### config.mk
export PLATFORM = sky130hd
export DESIGN_NAME = instruction_fetch_controller
export DESIGN_NICKNAME = d
export VERILOG_FILES = /design/src/rtl/instruction_fetch_controller_pkg.sv /design/src/rtl/instruction_fetch_controller_fetch_buffer.sv /design/src/rtl/instruction_fetch_controller.sv
export SDC_FILE = /design/constraint.sdc
export NUM_CORES = 1
export LEC_CHECK = 0
export CAP_MARGIN = 20
export CELL_PAD_IN_SITES_DETAIL_PLACEMENT = 0
export CELL_PAD_IN_SITES_GLOBAL_PLACEMENT = 1
export CORE_MARGIN = 10
export CORE_UTILIZATION = 38
export DETAILED_ROUTE_END_ITERATION = 12
export GPL_TIMING_DRIVEN = 0
export PLACE_DENSITY_LB_ADDON = 0.1
export SYNTH_ARGS = -nofsm -noshare
export SYNTH_HDL_FRONTEND = slang
export SYNTH_SLANG_ARGS = --single-unit
### constraint.sdc
create_clock -name clock -period 6.1 [get_ports clock]
set_clock_uncertainty 0.2 [all_clocks]
set_input_delay 0.61 -clock clock [delete_from_list [all_inputs] [get_ports clock]]
set_output_delay 0.61 -clock clock [all_outputs]
set_load 0.1 [all_outputs]
### src/rtl/instruction_fetch_controller_pkg.sv
// Shared types and constants for the instruction fetch controller and its fetch buffer.
// Opcode/funct constants are also used to build instruction words in benches.
package instruction_fetch_controller_pkg;

  localparam int ADDR_W = 32;
  localparam int INSTR_W = 32;
  localparam logic [ADDR_W-1:0] DEFAULT_RESET_PC = 32'h0000_0000;
  localparam int DEFAULT_BUF_DEPTH = 2;

  localparam logic [5:0] OP_R    = 6'h00;
  localparam logic [5:0] OP_BEQ  = 6'h04;
  localparam logic [5:0] OP_BNE  = 6'h05;
  localparam logic [5:0] OPR_ADD = 6'h20;
  localparam logic [5:0] OPR_SUB = 6'h22;

  typedef struct packed {
    logic [ADDR_W-1:0]  pc;
    logic [INSTR_W-1:0] instr;
  } fetch_entry_t;

  typedef enum logic {
    FETCH_RUNNING = 1'b0,
    FETCH_HOLD    = 1'b1
  } fetch_state_t;

  // Word index arithmetic wraps modulo 2^32.
  function automatic logic [ADDR_W-1:0] next_pc(input logic [ADDR_W-1:0] pc);
    return pc + 1'b1;
  endfunction

endpackage

### src/rtl/instruction_fetch_controller_fetch_buffer.sv
// Small FIFO of {pc, instr} pairs between the memory response and decode.
// Flush empties it in one cycle; head is the oldest entry.
module instruction_fetch_controller_fetch_buffer
  import instruction_fetch_controller_pkg::*;
#(
  parameter int DEPTH = DEFAULT_BUF_DEPTH,
  parameter int CNT_W = $clog2(DEPTH + 1)
) (
  input  logic               clock,
  input  logic               reset,
  input  logic               push,
  input  fetch_entry_t       push_entry,
  input  logic               pop,
  input  logic               flush,
  output logic [CNT_W-1:0]   count,
  output fetch_entry_t       head
);

  localparam int PTR_W = (DEPTH > 1) ? $clog2(DEPTH) : 1;

  fetch_entry_t     mem [DEPTH];
  logic [PTR_W-1:0] rd_ptr;
  logic [PTR_W-1:0] wr_ptr;
  logic [CNT_W-1:0] cnt;

  function automatic logic [PTR_W-1:0] bump(input logic [PTR_W-1:0] p);
    return (p == PTR_W'(DEPTH - 1)) ? '0 : p + 1'b1;
  endfunction

  always_ff @(posedge clock or posedge reset) begin
    if (reset) begin
      rd_ptr <= '0;
      wr_ptr <= '0;
      cnt    <= '0;
      for (int i = 0; i < DEPTH; i++) mem[i] <= '0;
    end else if (flush) begin
      rd_ptr <= '0;
      wr_ptr <= '0;
      cnt    <= '0;
    end else begin
      if (push) begin
        mem[wr_ptr] <= push_entry;
        wr_ptr      <= bump(wr_ptr);
      end
      if (pop) rd_ptr <= bump(rd_ptr);
      cnt <= cnt + CNT_W'(push) - CNT_W'(pop);
    end
  end

  assign count = cnt;
  assign head  = mem[rd_ptr];

  // The issue rule upstream must never let a response land in a full buffer.
  push_into_full: assert property (@(posedge clock) disable iff (reset)
    !(push && !flush && cnt == CNT_W'(DEPTH)))
    else $error("fetch buffer overflow");

endmodule

### src/rtl/instruction_fetch_controller.sv
// Drives the instruction memory word index, tracks the one-cycle registered read and
// feeds {pc, instr} to decode over valid/ready, with redirect and run/hold control.
module instruction_fetch_controller
  import instruction_fetch_controller_pkg::*;
#(
  parameter logic [ADDR_W-1:0] RESET_PC  = DEFAULT_RESET_PC,
  parameter int                BUF_DEPTH = DEFAULT_BUF_DEPTH
) (
  input  logic               clock,
  input  logic               reset,
  input  logic               run,
  output logic [ADDR_W-1:0]  imem_sel,
  input  logic [INSTR_W-1:0] imem_data,
  input  logic               redirect_valid,
  input  logic [ADDR_W-1:0]  redirect_target,
  output logic               instr_valid,
  input  logic               instr_ready,
  output logic [INSTR_W-1:0] instr,
  output logic [ADDR_W-1:0]  instr_pc,
  output logic               halted,
  output fetch_state_t       fsm_state
);

  localparam int CNT_W = $clog2(BUF_DEPTH + 1);
  localparam int OCC_W = CNT_W + 1;

  // Handshake: a transfer happens in any cycle where instr_valid and instr_ready are both
  // high; while instr_valid is high and instr_ready low, instr/instr_pc hold their value.

  fetch_state_t      state;
  fetch_state_t      state_next;
  logic [ADDR_W-1:0] fetch_pc;
  logic [ADDR_W-1:0] inflight_pc;
  logic              inflight;
  logic [CNT_W-1:0]  count;
  fetch_entry_t      head;
  fetch_entry_t      push_entry;
  logic              pop;
  logic              push;
  logic              issue;
  logic [OCC_W-1:0]  occupancy;

  assign imem_sel    = redirect_valid ? redirect_target : fetch_pc;
  assign instr_valid = (count != '0);
  assign pop         = instr_valid & instr_ready;
  // A redirect cancels the response of the previous cycle's fetch.
  assign push        = inflight & ~redirect_valid;
  assign push_entry  = '{pc: inflight_pc, instr: imem_data};

  // Slots already claimed once this cycle's pop is accounted for; a redirect frees them all.
  assign occupancy = OCC_W'(count) + OCC_W'(inflight) - OCC_W'(pop);
  assign issue     = run & (redirect_valid | (occupancy < OCC_W'(BUF_DEPTH)));

  always_ff @(posedge clock or posedge reset) begin
    if (reset) begin
      state       <= FETCH_RUNNING;
      fetch_pc    <= RESET_PC;
      inflight    <= 1'b0;
      inflight_pc <= '0;
    end else begin
      state    <= state_next;
      inflight <= issue;
      if (issue) begin
        inflight_pc <= imem_sel;
        fetch_pc    <= next_pc(imem_sel);
      end else if (redirect_valid) begin
        fetch_pc <= redirect_target;
      end
    end
  end

  always_comb begin
    state_next = state;
    halted     = 1'b0;
    case (state)
      FETCH_RUNNING: begin
        if (!run) state_next = FETCH_HOLD;
      end
      FETCH_HOLD: begin
        halted = !inflight && (count == '0);
        if (run) state_next = FETCH_RUNNING;
      end
      default: state_next = FETCH_RUNNING;
    endcase
  end

  assign fsm_state = state;

  instruction_fetch_controller_fetch_buffer #(
    .DEPTH (BUF_DEPTH),
    .CNT_W (CNT_W)
  ) u_fetch_buffer (
    .clock      (clock),
    .reset      (reset),
    .push       (push),
    .push_entry (push_entry),
    .pop        (pop),
    .flush      (redirect_valid),
    .count      (count),
    .head       (head)
  );

  assign instr    = head.instr;
  assign instr_pc = head.pc;

endmodule

# Word level (Yosys, flattened, before mapping)
# Index checks and enable logic that the tools add are counted.
# W data, S select, Z words.
dict set report op_classes {
  n_addsub 7
  mul 0
  div 0
  order_cmp 4
  eq_ne 0
  shift 0
  mux 17
  bitwise_logic 7
  n_reduce_logical 8
}
# cell n
set ops {}
lappend ops {{$mux W64} 4}
lappend ops {{$bwmux W128} 1}
lappend ops {{$demux W64 S1} 1}
lappend ops {{$mux W32} 2}
lappend ops {{$add A32 B1 Y32 const B} 1}
lappend ops {{$mux W1} 8}
lappend ops {{$reduce_bool A2 Y1} 3}
lappend ops {{$ge A2 B2 Y1 const B} 2}
lappend ops {{$not A1 Y2} 2}
lappend ops {{$add A2 B1 Y3} 1}
lappend ops {{$and A1 B1 Y1} 3}
lappend ops {{$lt A3 B2 Y1 const B} 1}
lappend ops {{$sub A3 B1 Y3} 1}
lappend ops {{$add A1 B1 Y1 const B} 2}
lappend ops {{$add A2 B1 Y2} 1}
lappend ops {{$logic_and A1 B1 Y1} 2}
lappend ops {{$logic_not A2 Y1} 1}
lappend ops {{$lt A2 B1 Y1 const B} 1}
lappend ops {{$mux W2} 1}
lappend ops {{$reduce_and A2 Y1} 1}
lappend ops {{$sub A2 B1 Y2} 1}
lappend ops {{$logic_not A1 Y1} 1}
lappend ops {{$not A1 Y1} 1}
lappend ops {{$or A1 B1 Y1} 1}
dict set report word_totals {
  ff_bits 198
  latchBits 0
  mem_bits_rw 0
  rom_bits 0
  output_inout_bits 99
  elab_cells 54
  memories 0
}

# Longest topological paths before layout
# Gate-level depths: netlist of run 1.
dict set report logic_depth {
  word_depth 7
  mapped_depth 14
  depth_no_buf 11
}

# Cells and area by module
# From an unflattened synthesis of run 1, not the netlist that was laid out.
dict set report hier_totals {
  hier_cells 700
  area_unflattened_um2 9721.8
}
# mod instances cells_per_inst area_per_inst_um2 seq_area_each_um2
set modules_own_cells {}
lappend modules_own_cells {instruction_fetch_controller_fetch_buffer 1 359 6142.1 3303.2}
lappend modules_own_cells {instruction_fetch_controller 1 341 3579.7 1651.6}

# Least setup slack after synthesis of run 1
# OpenSTA, ideal clock, no wires.
dict set report synth_path {
  kind {register -> output}
  from {register u_fetch_buffer.cnt[1], in the netlist u_fetch_buffer.count[1]}
  to {output halted}
  t_arrival_ns 3.482
  slack_ns 1.808
  stages_incl_launch_ff 4
  n_path_buf 0
  cell_sequence {dfrtp_1 inv_1 nand2_1 nor3b_1}
}
dict set report synth_between {
  elab_chain_len 3
}
# item line
set synth_rtl {}
lappend synth_rtl {{start: declaration} instruction_fetch_controller_fetch_buffer.sv:24} ;# logic [CNT_W-1:0] cnt;
lappend synth_rtl {{start signal: assignment} instruction_fetch_controller_fetch_buffer.sv:46} ;# cnt <= cnt + CNT_W'(push) - CNT_W'(pop);
lappend synth_rtl {{$logic_not A2 Y1} instruction_fetch_controller.sv:80} ;# halted = !inflight && (count == '0);
lappend synth_rtl {{$logic_and A1 B1 Y1} instruction_fetch_controller.sv:80}
lappend synth_rtl {{$mux W1} instruction_fetch_controller.sv:75} ;# case (state)
lappend synth_rtl {{end: declaration} instruction_fetch_controller.sv:20} ;# output logic halted,
# No other way between the ends.

# Worst setup path in the final report of run 1
dict set report layout_path {
  from {input redirect_valid}
  to {output imem_sel[8]}
}
dict set report layout_between {
  elab_chain_len 1
}
# item line
set layout_rtl {}
lappend layout_rtl {{start: declaration} instruction_fetch_controller.sv:14} ;# input logic redirect_valid,
lappend layout_rtl {{$mux W32} -}
lappend layout_rtl {{end: declaration} instruction_fetch_controller.sv:12} ;# output logic [ADDR_W-1:0] imem_sel,
# No other way between the ends.

==> impl_metrics.tcl, run 1 <==
set metrics [dict create \
    cts_buffer_depth 2 \
    drt_iter0_drc 406 \
    die_h_um 175 \
    die-area_sq_um 30600 \
    relSlewSlack_pct 30.3 \
    cts_setup_buffers 0 \
    cts_root_buffer "clkbuf_16" \
    gp_congestion 0.815 \
    io_buffer_count 167 \
    htreeDepth 4 \
    clk_pin_slew_ns 0.07 \
    clock_latency_ns 0.43 \
    grt_pass1_wl_um 39000 \
    nets 974 \
    track_usage_pct 16.2 \
    tightest_slew_ns 1.04 \
    cp.required_ns 5.29 \
    hold_buffers 0 \
    io_pins 168 \
    drt_pass1_iterations 4 \
    cts_made_buffers 17 \
    syn_area_sq_um 9110 \
    finalCritPeriodShare_pct 79.7 \
    initial_core_util_pct 38.7 \
    slew_violations 0 \
    ant_nets 0 \
    startpoint_type "input pin" \
    yosys_warnings 0 \
    max_freq_mhz 206 \
    hold_viol_final 0 \
    wl_per_cell_um 20.1 \
    synth.distinct_cells 39 \
    synth-main-ff-cell "dfrtp_1" \
    via_count 6163 \
    nFillCells 2102 \
    coreArea_sq_um 23500 \
    path_max_fanout 10 \
    ys_seq_elements 198 \
    setup_violations 0 \
    yosysSeqAreaShare_pct 54.4 \
    tritoncts "built" \
    worstPathArrival_ns 4.05 \
    end_kind "output pin" \
    antenna_found_initial 0 \
    wl_um 24700 \
    dp_hpwl_um 18400 \
    syn_area_per_cell_sq_um 12.9 \
    cap_violations 0 \
    drive_above_1_share_pct 28.8 \
    synth_edf_count 0 \
    grt_pass1_vias 6869 \
    totalNegativeSetupSlack_ns 0 \
    drc 0 \
    die_w_um 175 \
    vias_per_cell 5.00 \
    antenna_cells 0 \
    rows 56 \
    syn_to_final_growth_pct 30.4 \
    status "finished clean" \
    post_cts_resized 0 \
    grt_max_degree 42 \
    cts_sinks 198 \
    syn_nets 782 \
    crit_type "in2out" \
    async_reset_ff_share_pct 100 \
    netlist_instances 708 \
    rsz0062_at_grt "no" \
    grt-ovfl-total 0 \
    hold_class "reg2reg" \
    fin_crit_ns 4.86 \
]
stage by stage:
step,instances,area (sq um),setup WS (ns),hold WS (ns),util (%)
floorplan,708,9110,1.81,0.274,-
global placement,1194,11200,0.994,0.281,47.5
detailed placement,1200,11300,1.21,0.289,47.9
CTS,1232,11900,1.20,0.306,50.4
global route,1232,11900,1.09,0.314,50.4
finish,1232,11900,1.24,0.302,50.4
sequential cells by signal, summed over array words and instances (netlist names):
register               count
u_fetch_buffer.mem       128
fsm_state                  1
fetch_pc                  32
u_fetch_buffer.rd_ptr      1
inflight_pc               32
u_fetch_buffer.wr_ptr      1
u_fetch_buffer.count       2
inflight                   1
layout by cell type, fill, tap and decap left out, types with 4 or more instances in the layout:
cell type,count
mux2_2,201
dfrtp_1,198
clkdlybuf4s50_1,167
nor2_1,36
inv_1,34
xnor2_1,33
a21oi_1,29
mux2i_1,26
nand3_1,22
clkbuf_1,18
clkbuf_16,17
nand2_1,16
buf_2,14
nand3b_1,11
nor3_1,10
nand4_1,8
nor2b_1,6
a22oi_1,6
buf_12,5
ha_1,4
worst max-delay path: stages:
cell	delay (ns)
clkdlybuf4s50_1	0.55
buf_6	0.17
buf_4	0.21
buf_2	0.27
buf_2	0.36
buf_2	0.37
mux2i_1	0.45
inv_1	0.08
clkdlybuf4s50_1	0.97
worst paths after layout:
path	slack [ns]	to	cells past startpoint	start
max	1.24	imem_sel[8]	9	redirect_valid
min	0.30	u_fetch_buffer.mem[121]	1	u_fetch_buffer.mem[121]
max reg2reg	2.18	inflight_pc[10]	11	u_fetch_buffer.count[1]
min reg2reg	0.30	u_fetch_buffer.mem[121]	1	u_fetch_buffer.mem[121]
max in group asynchronous	4.11	fetch_pc[17]	5	reset
min in group asynchronous	0.42	u_fetch_buffer.mem[27]	2	reset
routing by layer:
layer	track usage, %	share of wire [%]	vias up
met1	19.9	44	3135
met2	27.8	50	145
met3	4.14	5.1	14
li1	-	-	2869
met5	0	0	-
met4	3.85	0.90	0
cell type report:
class                   count  area, sq um  area share, %
flip-flops and latches    198         4950           41.7
clock inverters            13          136           1.15
well taps                 319          399           3.36
inverters                  35          135           1.14
clock buffers              19          453           3.81
multi-input cells         439         3850           32.4
plain buffers              36          175           1.47
repair buffers            173         1780           14.9
cell usage after synthesis, types with 2 or more instances:
library cell  number  area, sq um
xor2_1             2         17.5
inv_1             35          131
nand2_1           16         60.1
buf_6              2         22.5
nor4b_2            2         30.0
nand3_1           22          110
clkbuf_1          18         67.6
and2_1             3         18.8
buf_4              2         15.0
o22ai_1            2         12.5
nor2_1            36          135
o21ai_0            3         15.0
mux2_2           201         2260
nor3_1            10         50.1
nand3b_1          11         82.6
a21oi_1           29          145
nor2b_1            6         37.5
a2111oi_0          2         17.5
dfrtp_1          198         4950
ha_1               4         50.1
nand4_1            8         50.1
a22oi_1            6         45.0
nand2b_1           2         12.5
xnor2_1           33          289
mux2i_1           26          260
a211oi_1           2         15.0
a32o_1             2         20.0
buf_2             14         70.1
logic make-up after synthesis:
kind of cell / Yosys count / share of synthesized area, %
XOR/XNOR: 35 / 3.37
adder cells (fa/ha/maj): 5 / 0.769
AO/OA/AOI/OAI: 50 / 3.30
flip-flops: 198 / 54.4
multiplexers: 227 / 27.7
buffers and inverters: 71 / 3.37
AND/OR/NAND/NOR: 122 / 7.10
Power of run 1 is left out: the tool's default activity adds up to more than one toggle a clock period on the data nets, which glitch-free logic cannot reach.
==> inputs of run 2 (changes only) <==
==> constraint.sdc (replaced) <==
create_clock -name clock -period 4.38 [get_ports clock]
set_clock_uncertainty 0.2 [all_clocks]
set_input_delay 0.438 -clock clock [delete_from_list [all_inputs] [get_ports clock]]
set_output_delay 0.438 -clock clock [all_outputs]
set_load 0.1 [all_outputs]
==> run 2 against run 1 <==
Net effect:
- final area about the same
- via count up 0.15%
- worst setup slack lost 1.1 ns
- largest cell class unchanged
==> impl_metrics.tcl, run 2 (synthesized netlist as in run 1, its figures left out) <==
set metrics [dict create \
    status "finished clean" \
    slowest_delay_ns 0.99 \
    drive_above_1_share_pct 28.8 \
    rr_worst_depth 11 \
    m1WireLength_um 10800 \
    antenna_found_initial 0 \
    rsz0062_at_grt "no" \
    mostFrequentLayoutCells "mux2_2, dfrtp_1, clkdlybuf4s50_1" \
    track_usage_pct 16.2 \
    placed_area_sq_um 11300 \
    top_regs "u_fetch_buffer.mem: 128 flops, fetch_pc: 32 flops, inflight_pc: 32 flops" \
    setup_violations 0 \
    initial_core_util_pct 38.7 \
    path_cells "clkdlybuf4s50_1, buf_6, buf_4, buf_6, buf_2, buf_4, mux2i_1, inv_1, clkdlybuf4s50_1" \
    largest_reg_flops 128 \
    cts_made_buffers 17 \
    gp_congestion 0.815 \
    layout_commonest_cell "mux2_2" \
    path_max_fanout 10 \
    crit_slowest_cell "clkdlybuf4s50_1" \
    path_delay_family "buffers and inverters" \
    grt_max_degree 42 \
    post_cts_resized 7 \
    max_freq_mhz 236 \
    cts_sinks 198 \
    die_h_um 175 \
    rows 56 \
    drt_pass1_iterations 5 \
    die_w_um 175 \
    cts_root_buffer "clkbuf_16" \
    io_pins 168 \
    worstPathArrival_ns 3.60 \
    cts_setup_buffers 0 \
    tritoncts "built" \
    end_kind "output pin" \
    io_buffer_count 167 \
    finalNonFillerCells 1232 \
    wl_per_cell_um 20.0 \
    r2r_end "inflight_pc[10]" \
    wl_met2_um 12400 \
    top_layer_used "met4" \
    ant_nets 0 \
    dp_hpwl_um 18400 \
    hold_class "in2async" \
    fin_area_sq_um 11900 \
    clk_pin_slew_ns 0.07 \
    met3WireLength_um 1300 \
    dp_cells 1200 \
    largest_register "u_fetch_buffer.mem" \
    wl_um 24700 \
    drt_iter0_drc 448 \
    grt_pass1_vias 6869 \
    finalCritPeriodShare_pct 96.7 \
    clock_latency_ns 0.43 \
    tightest_slew_ns 1.04 \
    antenna_cells 0 \
    cap_violations 0 \
    via_count 6172 \
    relSlewSlack_pct 30.3 \
    grt-ovfl-total 0 \
    startpoint_type "input pin" \
    hold_viol_final 0 \
    r2r-start "u_fetch_buffer.count[1]" \
    nets 974 \
    slew_violations 0 \
    grt_pass1_wl_um 39000 \
    path_buf_inv 8 \
    hold_buffers 0 \
    reg2reg_setup_slack_ns 0.46 \
    die-area_sq_um 30600 \
    syn_to_final_growth_pct 30.4 \
    htreeDepth 4 \
    cp.required_ns 3.74 \
    vias_per_cell 5.01 \
    crit_type "in2out" \
    cts_buffer_depth 2 \
    drc 0 \
    coreArea_sq_um 23500 \
    fin_crit_ns 4.23 \
]
[run 2: cell types whose count changed in the layout (fill, tap and decap cells not counted)]
cell / delta
dlymetal6s2s_1: +4
a2111oi_1: +1
clkdlybuf4s50_1: -11
dlygate4sd2_1: +7
a2111oi_0: -1
[run 2: metrics by stage]
| stage | utilization (%) | setup TNS, ns | hold slack [ns] | setup slack (ns) |
|---|---|---|---|---|
| 6_report | 50.5 | 0 | 0.247 | 0.147 |
| 5_1_grt | 50.5 | 0 | 0.298 | 0.00676 |
| 4_1_cts | 50.4 | 0 | 0.257 | 0.0393 |
| 3_5_place_dp | 47.9 | -2.14 | 0.289 | -0.201 |
| 2_1_floorplan | - | 0 | 0.274 | 0.260 |
| 3_3_place_gp | 47.5 | -65.06 | 0.281 | -0.554 |
[run 2: routing by layer]
| layer | GRT usage (%) | vias up |
|---|---|---|
| li1 | - | 2867 |
| met1 | 19.9 | 3126 |
| met2 | 27.8 | 164 |
| met3 | 4.14 | 15 |
| met4 | 3.85 | 0 |
| met5 | 0 | - |
[run 2: worst max-delay path by stage]
stage                            start            to  slack [ns]  cells past startpoint
2_1_floorplan  u_fetch_buffer.count[1]        halted        0.26                      3
3_3_place_gp            redirect_valid  fetch_pc[20]       -0.55                     14
3_5_place_dp            redirect_valid  fetch_pc[26]       -0.20                     15
4_1_cts                 redirect_valid  imem_sel[13]        0.04                      9
5_1_grt                 redirect_valid   imem_sel[4]       0.007                      9
6_report                redirect_valid   imem_sel[7]        0.15                      9
[run 2: layout make-up]
type,count,area [sq um]
Buffer,36,175
Clock buffer,19,453
Clock inverter,13,136
Fill cell,2101,11700
Inverter,35,135
Multi-Input combinational cell,439,3850
Sequential cell,198,4950
Tap cell,319,399
Timing Repair Buffer,173,1780
Power of run 2 is left out for the same reason.
==> inputs of run 3 (changes only) <==
--- a/config.mk
+++ b/config.mk
@@ -12,6 +12,7 @@
 export CORE_UTILIZATION = 38
 export DETAILED_ROUTE_END_ITERATION = 12
 export GPL_TIMING_DRIVEN = 0
+export MAX_ROUTING_LAYER = met4
 export PLACE_DENSITY_LB_ADDON = 0.1
 export SYNTH_ARGS = -nofsm -noshare
 export SYNTH_HDL_FRONTEND = slang
==> run 3 against run 2 <==
Net effect:
- global-route usage grew 0.46 points
- final area is the same
- die area is the same
- hold slack is essentially flat
- cell count is the same
- non-clock buffer count is the same
- critical path depth is the same
- core utilization is the same
- worst setup slack lost 0.0047 ns
- critical endpoint is now imem_sel[15]
==> impl_metrics.tcl, run 3 (synthesized netlist as in run 1, its figures left out) <==
set metrics [dict create \
    vias_per_cell 5.02 \
    reg2reg_setup_slack_ns 0.45 \
    setup_violations 0 \
    max_freq_mhz 236 \
    fin_crit_ns 4.24 \
    mostFrequentLayoutCells "mux2_2, dfrtp_1, clkdlybuf4s50_1" \
    die_w_um 175 \
    end_kind "output pin" \
    antenna_cells 0 \
    nFillCells 2101 \
    rows 56 \
    ant_nets 0 \
    multiInputGateArea_sq_um 3850 \
    antenna_found_initial 0 \
    path_max_fanout 10 \
    clk_pin_slew_ns 0.07 \
    clock_latency_ns 0.43 \
    largest_register "u_fetch_buffer.mem" \
    layout_commonest_cell "mux2_2" \
    grt-ovfl-total 0 \
    dp_hpwl_um 18400 \
    drive_above_1_share_pct 28.8 \
    io_buffer_count 167 \
    status "finished clean" \
    hold_viol_final 0 \
    cp.required_ns 3.74 \
    rsz0062_at_grt "no" \
    crit_slowest_cell "clkdlybuf4s50_1" \
    die-area_sq_um 30600 \
    cts_made_buffers 17 \
    grt_pass1_vias 6887 \
    crit_type "in2out" \
    via_count 6185 \
    syn_to_final_growth_pct 30.4 \
    wl_um 24700 \
    startpoint_type "input pin" \
    cts_sinks 198 \
    cts_root_buffer "clkbuf_16" \
    nets 974 \
    grt_max_degree 42 \
    htreeDepth 4 \
    grt_pass1_wl_um 39000 \
    io_pins 168 \
    cap_violations 0 \
    drt_iter0_drc 394 \
    slew_violations 0 \
    tightest_slew_ns 1.04 \
    gp_congestion 0.827 \
    die_h_um 175 \
    coreArea_sq_um 23500 \
    track_usage_pct 16.6 \
    cts_setup_buffers 0 \
    r2r_end "inflight_pc[19]" \
    path_cells "clkdlybuf4s50_1, buf_6, buf_4, buf_6, buf_2, buf_4, mux2i_1, inv_1, clkdlybuf4s50_1" \
    top_regs "u_fetch_buffer.mem: 128 flops, fetch_pc: 32 flops, inflight_pc: 32 flops" \
    initial_core_util_pct 38.7 \
    largest_reg_flops 128 \
    slowest_delay_ns 0.99 \
    finish.utilization_pct 50.5 \
    worstPathArrival_ns 3.60 \
    ff_latch_area_sq_um 4950 \
    path_buf_inv 8 \
    wl_per_cell_um 20.0 \
    rr_worst_depth 11 \
    drc 0 \
    drt_pass1_iterations 5 \
    r2r-start "u_fetch_buffer.count[1]" \
    tritoncts "built" \
    finalCritPeriodShare_pct 96.8 \
    cts_buffer_depth 2 \
    hold_class "in2async" \
    relSlewSlack_pct 30.3 \
    path_delay_family "buffers and inverters" \
]
-- run 3: cell counts in the layout (fill, tap and decap cells not counted) --
No cell type changed its count.
-- run 3: repair_timing --
action / in CTS / in global routing
gates cloned: 0 / 0
gates resized for setup: 7 / 5
setup endpoints to repair: 7 / 5
hold buffers: 0 / 0
-- run 3: worst max path at each step --
stage	startpoint	slack, ns	cells past startpoint	to
6_report	redirect_valid	0.14	9	imem_sel[15]
2_1_floorplan	u_fetch_buffer.count[1]	0.26	3	halted
5_1_grt	redirect_valid	0.007	9	imem_sel[4]
4_1_cts	redirect_valid	0.04	9	imem_sel[13]
3_5_place_dp	redirect_valid	-0.20	15	fetch_pc[26]
3_3_place_gp	redirect_valid	-0.55	14	fetch_pc[20]
-- run 3: area by class of cell --
cell class | instances | area share [%]
sequential | 198 | 41.7
multi-input combinational | 439 | 32.4
timing repair buffer | 173 | 15.0
clock buffer | 19 | 3.81
tap | 319 | 3.36
buffer | 36 | 1.47
clock inverter | 13 | 1.15
inverter | 35 | 1.14
-- run 3: worst register-to-register path: cells and delay by family (launching register included) --
family	cells	cell delay (ns)
adder cells (fa/ha/maj)	2	0.72
buffers and inverters	3	1.32
AO/OA/AOI/OAI	2	0.50
AND/OR/NAND/NOR	4	0.65
flip-flops	1	0.39
-- run 3: stage by stage --
stage	instances	area (sq um)	setup slack, ns	hold slack, ns	TNS (ns)
final	1232	11900	0.142	0.247	0
after global routing	1232	11900	0.00669	0.299	0
after CTS	1232	11900	0.0393	0.257	0
after detailed placement	1200	11300	-0.201	0.289	-2.14
after global placement	1194	11200	-0.554	0.281	-65.06
after floorplan	708	9110	0.260	0.274	0
-- run 3: metal layers --
metal  track usage, %  wire length (um)  share of wire [%]  up-vias
li1                 -                 -                  -     2863
met1             20.3             11000                 45     3138
met2             27.9             12300                 50      165
met3             3.32              1030                4.2       19
met4             3.85               259                1.1        0
met5                -                 0                  0        -
Power of run 3 is left out for the same reason.
==> variant 1 (config.mk and constraints of run 1) <==
Make the reset (`reset`) synchronous in 2 clocked blocks.
--- a/src/rtl/instruction_fetch_controller_fetch_buffer.sv
+++ b/src/rtl/instruction_fetch_controller_fetch_buffer.sv
@@ -29,3 +29,3 @@
 
-  always_ff @(posedge clock or posedge reset) begin
+  always_ff @(posedge clock) begin
     if (reset) begin
--- a/src/rtl/instruction_fetch_controller.sv
+++ b/src/rtl/instruction_fetch_controller.sv
@@ -53,3 +53,3 @@
 
-  always_ff @(posedge clock or posedge reset) begin
+  always_ff @(posedge clock) begin
     if (reset) begin
Formal check against the unedited RTL: differs if reset is asserted again (counterexample within 4 cycles, from zero or initial values and one cycle with reset high); with reset held inactive, the same outputs for 4 cycles.
==> variant 1 against run 1 <==
Synthesized cell count increased by 11%; wire length increased by 4.6%; global-route usage rose by 0.46 points; worst setup slack better by 150 ps; area after synthesis increased by 1.1%; via count up 7.7%; cell area rose by 0.75%; critical path depth did not move; final cell count up 5.9%; sequential cell count rose by 1; highest routed layer unchanged.
==> variant 1: results (changes against run 1) <==
Status
  – Outcome: completed (unchanged)

Worst setup path
  – Worst reg2reg setup slack: 2470 ps (was 2180 ps)
  – R2R Path Start: u_fetch_buffer.count[1]$_SDFF_PP0_ (was u_fetch_buffer.count[1]$_DFF_PP0_)
  – R2R depth: 12 (was 11)
  – CP arrival: 3910 ps (was 4050 ps)

Yosys
  – Cell variety after synth: 48 (was 39)
  – Dominant synthesized flop cell: edfxtp_1 (was dfrtp_1)
  – EDFF count, synth: 128 (was 0)
  – Seq/Total Area, Yosys: 57.2% (was 54.4%)
  – Async S/R FF share, synth: 0% (was 100%)

Global route
  – Largest net degree at the start of global routing: 46 (was 42)
  – Met3 Use GR: 3.97% (was 4.14%)
  – Vias in the first global route: 6812 (was 6869)
  – Met1 Use GR: 21.1% (was 19.9%)

Placed design
  – GPL Wtd Cong: 0.831 (was 0.815)
  – HPWL after DPL: 19300 um (was 18400 um)
  – DP Worst Slack: 1360 ps (was 1210 ps)
  – DP Area: 11400 um2 (was 11300 um2)

Route
  – Drt wl/cell: 19.8 um (was 20.1 um)
  – Met1 WL: 11600 um (was 10900 um)
  – Metal2 WL: 12400 um (about the same)
  – DR pass1 iterations: 5 (was 4)

STA
  – Min Tclk post-route: 4720 ps (was 4860 ps)
  – Worst Tran Pin Value: 1080 ps (was 1040 ps)

Final layout
  – Layout net count: 1047 (was 974)
  – Fillers: 2214 (was 2102)

Hold path
  – Worst hold path startpoint: inflight_pc[17]$_SDFFE_PP0P_ (was u_fetch_buffer.mem[121]$_DFFE_PP0P_)
## variant 1: stage by stage
stage / instances / setup TNS [ps]
2_1_floorplan: 783 / 0
3_3_place_gp: 1269 / -84510
3_5_place_dp: 1273 / 0
4_1_cts: 1305 / 0
5_1_grt: 1305 / 0
6_report: 1305 / 0
## variant 1: power by group through the flow
| stage | clock, W | combinational, W | sequential [W] |
|---|---|---|---|
| floorplan | 0 | 0.000568 | 0.00158 |
| global placement | 0 | 0.000797 | 0.00159 |
| detailed placement | 0 | 0.000807 | 0.00159 |
| CTS | 0.00116 | 0.000809 | 0.00156 |
| global route | 0.00121 | 0.000844 | 0.00156 |
| finish | 0.00114 | 0.000802 | 0.00155 |
## variant 1: logic make-up after synthesis
| logic type | after synthesis | share of synthesized area [%] |
|---|---|---|
| DFF | 199 | 57.2 |
| AOI/OAI and AO/OA | 70 | 5.50 |
| muxes | 103 | 12.2 |
| and+or+nand+nor | 307 | 19.0 |
| adders and majority gates | 5 | 0.761 |
| xor gates and xnor gates | 12 | 1.14 |
| buffers and inverters | 87 | 4.18 |
## variant 1: cell type report
type / instances / area share, %
clock inverter: 15 / 1.39
tap: 319 / 3.34
inverter: 34 / 1.07
timing repair buffer: 171 / 14.6
buffer: 53 / 2.15
clock buffer: 17 / 3.56
multi-input combinational: 497 / 29.9
sequential: 199 / 44.0
## variant 1: worst min-delay path by stage
stage                     slack [ps]  cells after the start                           end
after detailed placement         280                      2  inflight_pc[17]$_SDFFE_PP0P_
after global routing             300                      2  inflight_pc[28]$_SDFFE_PP0P_
after global placement           270                      2  inflight_pc[17]$_SDFFE_PP0P_
after floorplan                  250                      2  inflight_pc[17]$_SDFFE_PP0P_
final                            290                      2  inflight_pc[17]$_SDFFE_PP0P_
after CTS                        300                      2  inflight_pc[28]$_SDFFE_PP0P_
==> variant 2 (flow settings as in run 1) <==
Without the edit above. Change the package constant `INSTR_W` from 32 to 40.
--- a/src/rtl/instruction_fetch_controller_pkg.sv
+++ b/src/rtl/instruction_fetch_controller_pkg.sv
@@ -5,3 +5,3 @@
   localparam int ADDR_W = 32;
-  localparam int INSTR_W = 32;
+  localparam int INSTR_W = 40;
   localparam logic [ADDR_W-1:0] DEFAULT_RESET_PC = 32'h0000_0000;
Ports: changed (resized imem_data and instr); port bits go from 168 to 184. No check against the original RTL was run, so the function may have changed too.
==> variant 2 against run 1 <==
Maximum frequency down 7.4%; wire length up 7.8%; critical path depth unchanged; first-iteration DRC count rose by 11%; area after synthesis grew 7.4%; cell area is 9.0% higher; synthesized cell count grew 5.1%; worst setup slack worse by 390 ps; worst hold slack worse by 38 ps; sequential cell count grew 16; critical path type unchanged.
Power is left out: the tool's default activity adds up to more than one toggle a clock period on the data nets, which glitch-free logic cannot reach.
==> variant 2: results (changes against run 1) <==
Route
  – DR pass1 iterations: 6 (was 4)
  – Via count: 6633 (was 6163)
  – Drt wl/cell: 20.4 um (was 20.1 um)
  – 1st-iter DRT viols: 449 (was 406)

Worst setup path
  – Slowest-stage cell, CP: clkdlybuf4s50_1 (unchanged)
  – CP arrival: 4440 ps (was 4050 ps)
  – Slowest stage delay, CP: 1160 ps (was 970 ps)
  – Worst Path Max Fanout: 10 (unchanged)
  – R2R depth: 10 (was 11)

Yosys
  – Yosys warns: 0 (unchanged)
  – Commonest cells post-synth: 235 x mux2_2, 214 x dfrtp_1, 33 x nor2_1 (was 201 x mux2_2, 198 x dfrtp_1, 36 x nor2_1)
  – Async S/R FF share, synth: 100% (unchanged)
  – Syn nets: 826 (was 782)
  – Cell variety after synth: 40 (was 39)
  – Seq/Total Area, Yosys: 54.8% (was 54.4%)
  – Largest cells by area after synthesis: dfrtp_1 55%, mux2_2 27%, xnor2_1 2.4%, mux2i_1 1.6%, a21oi_1 1.6% (was dfrtp_1 54%, mux2_2 25%, xnor2_1 3.2%, mux2i_1 2.9%, a21oi_1 1.6%)

Global route
  – First-pass GRT wire length: 42400 um (was 39000 um)
  – Initial antenna violation count: 0 (unchanged)
  – Largest net degree at the start of global routing: 43 (was 42)
  – GR Util All Layers: 16.1% (was 16.2%)
  – Vias in the first global route: 7445 (was 6869)

Final layout
  – Regs by FF count: u_fetch_buffer.mem: 144 flops, fetch_pc: 32 flops, inflight_pc: 32 flops (was u_fetch_buffer.mem: 128 flops, fetch_pc: 32 flops, inflight_pc: 32 flops)
  – Fraction of layout cells with a size suffix above 1: 30.3% (was 28.8%)
  – Fillers: 2201 (was 2102)
  – Layout net count: 1041 (was 974)
  – N_diodes: 0 (unchanged)

CTS
  – Root Driver: clkbuf_16 (unchanged)
  – Post-CTS Resized: 0 (unchanged)
  – Setup Fix Bufs, Post-CTS: 0 (unchanged)
  – CTS max path bufs: 3 (was 2)
  – Htree depth: 1 (was 4)
  – Worst-path clk slew: 60 ps
  – Insertion delay to the later sink of the worst-skew pair: 520 ps (was 430 ps)
  – CTS buffer count: 24 (was 17)

Placed design
  – I/O Buffers: 183 (was 167)
  – HPWL after DPL: 19600 um (was 18400 um)
  – GPL Wtd Cong: 0.789 (was 0.815)

Hold path
  – Min-Delay Path Class: in -> async (was reg -> reg)

STA
  – Slew HR: 27.2% (was 30.3%)

Status
  – Outcome: completed (unchanged)
-- variant 2: cell types whose count changed after synthesis, moves of 8 or more --
cell / run 1 / this run
buf_2: 14 / 5
nor2b_1: 6 / 14
dfrtp_1: 198 / 214
mux2_2: 201 / 235
clkbuf_1: 18 / 32
mux2i_1: 26 / 16
-- variant 2: layout make-up --
| type | count | area [um2] | area share (%) |
|---|---|---|---|
| sequential | 214 | 5360 | 41.3 |
| multi-input combinational | 460 | 4140 | 32.0 |
| timing repair buffer | 189 | 1960 | 15.1 |
| clock buffer | 34 | 688 | 5.31 |
| tap | 330 | 413 | 3.19 |
| buffer | 40 | 171 | 1.32 |
| inverter | 30 | 116 | 0.898 |
| clock inverter | 9 | 106 | 0.821 |
-- variant 2: cell families after synthesis --
kind of cell / share of synthesized area, %
AOI/OAI and AO/OA: 2.93
xor gates and xnor gates: 3.13
adders and majority gates: 0.716
buffers and inverters: 2.90
DFF: 54.8
muxes: 28.7
and+or+nand+nor: 6.87
-- variant 2: critical path, delay by kind of cell --
kind / cells / cell delay (ps)
buffers and inverters: 8 / 3580
AOI/OAI and AO/OA: 1 / 240
-- variant 2: stage by stage --
stage                     instance area, um2  util (%)  hold WS [ps]  instances  worst slack (ps)
after floorplan                         9780         -           274        744              1800
after global placement                 12000      47.6           281       1257               872
after detailed placement               12200      48.1           287       1263               832
after CTS                              13000      51.3           254       1306               826
after global routing                   13000      51.3           299       1306               685
final                                  13000      51.3           263       1306               850
-- variant 2: path summary, 6_finish.rpt --
kind / start / endpoint / slack, ps
max: redirect_valid / imem_sel[0] / 850
min: reset / u_fetch_buffer.mem[33]$_DFFE_PP0P_ / 260
max reg2reg: u_fetch_buffer.count[1]$_DFF_PP0_ / inflight_pc[17]$_DFFE_PP0P_ / 2060
min reg2reg: u_fetch_buffer.mem[100]$_DFFE_PP0P_ / u_fetch_buffer.mem[100]$_DFFE_PP0P_ / 300
max in group asynchronous: reset / u_fetch_buffer.mem[78]$_DFFE_PP0P_ / 4360
min in group clock: u_fetch_buffer.mem[100]$_DFFE_PP0P_ / u_fetch_buffer.mem[100]$_DFFE_PP0P_ / 300
-- variant 2: metal layers --
metal | up-vias | global-route usage [%] | part of all wire (%) | wire (um)
met3 | 27 | 3.76 | 5.5 | 1470
met4 | 0 | 3.81 | 1.6 | 424
li1 | 3042 | - | - | -
met5 | - | 0 | 0 | 0
met2 | 176 | 27.7 | 50 | 13200
met1 | 3388 | 19.8 | 43 | 11600
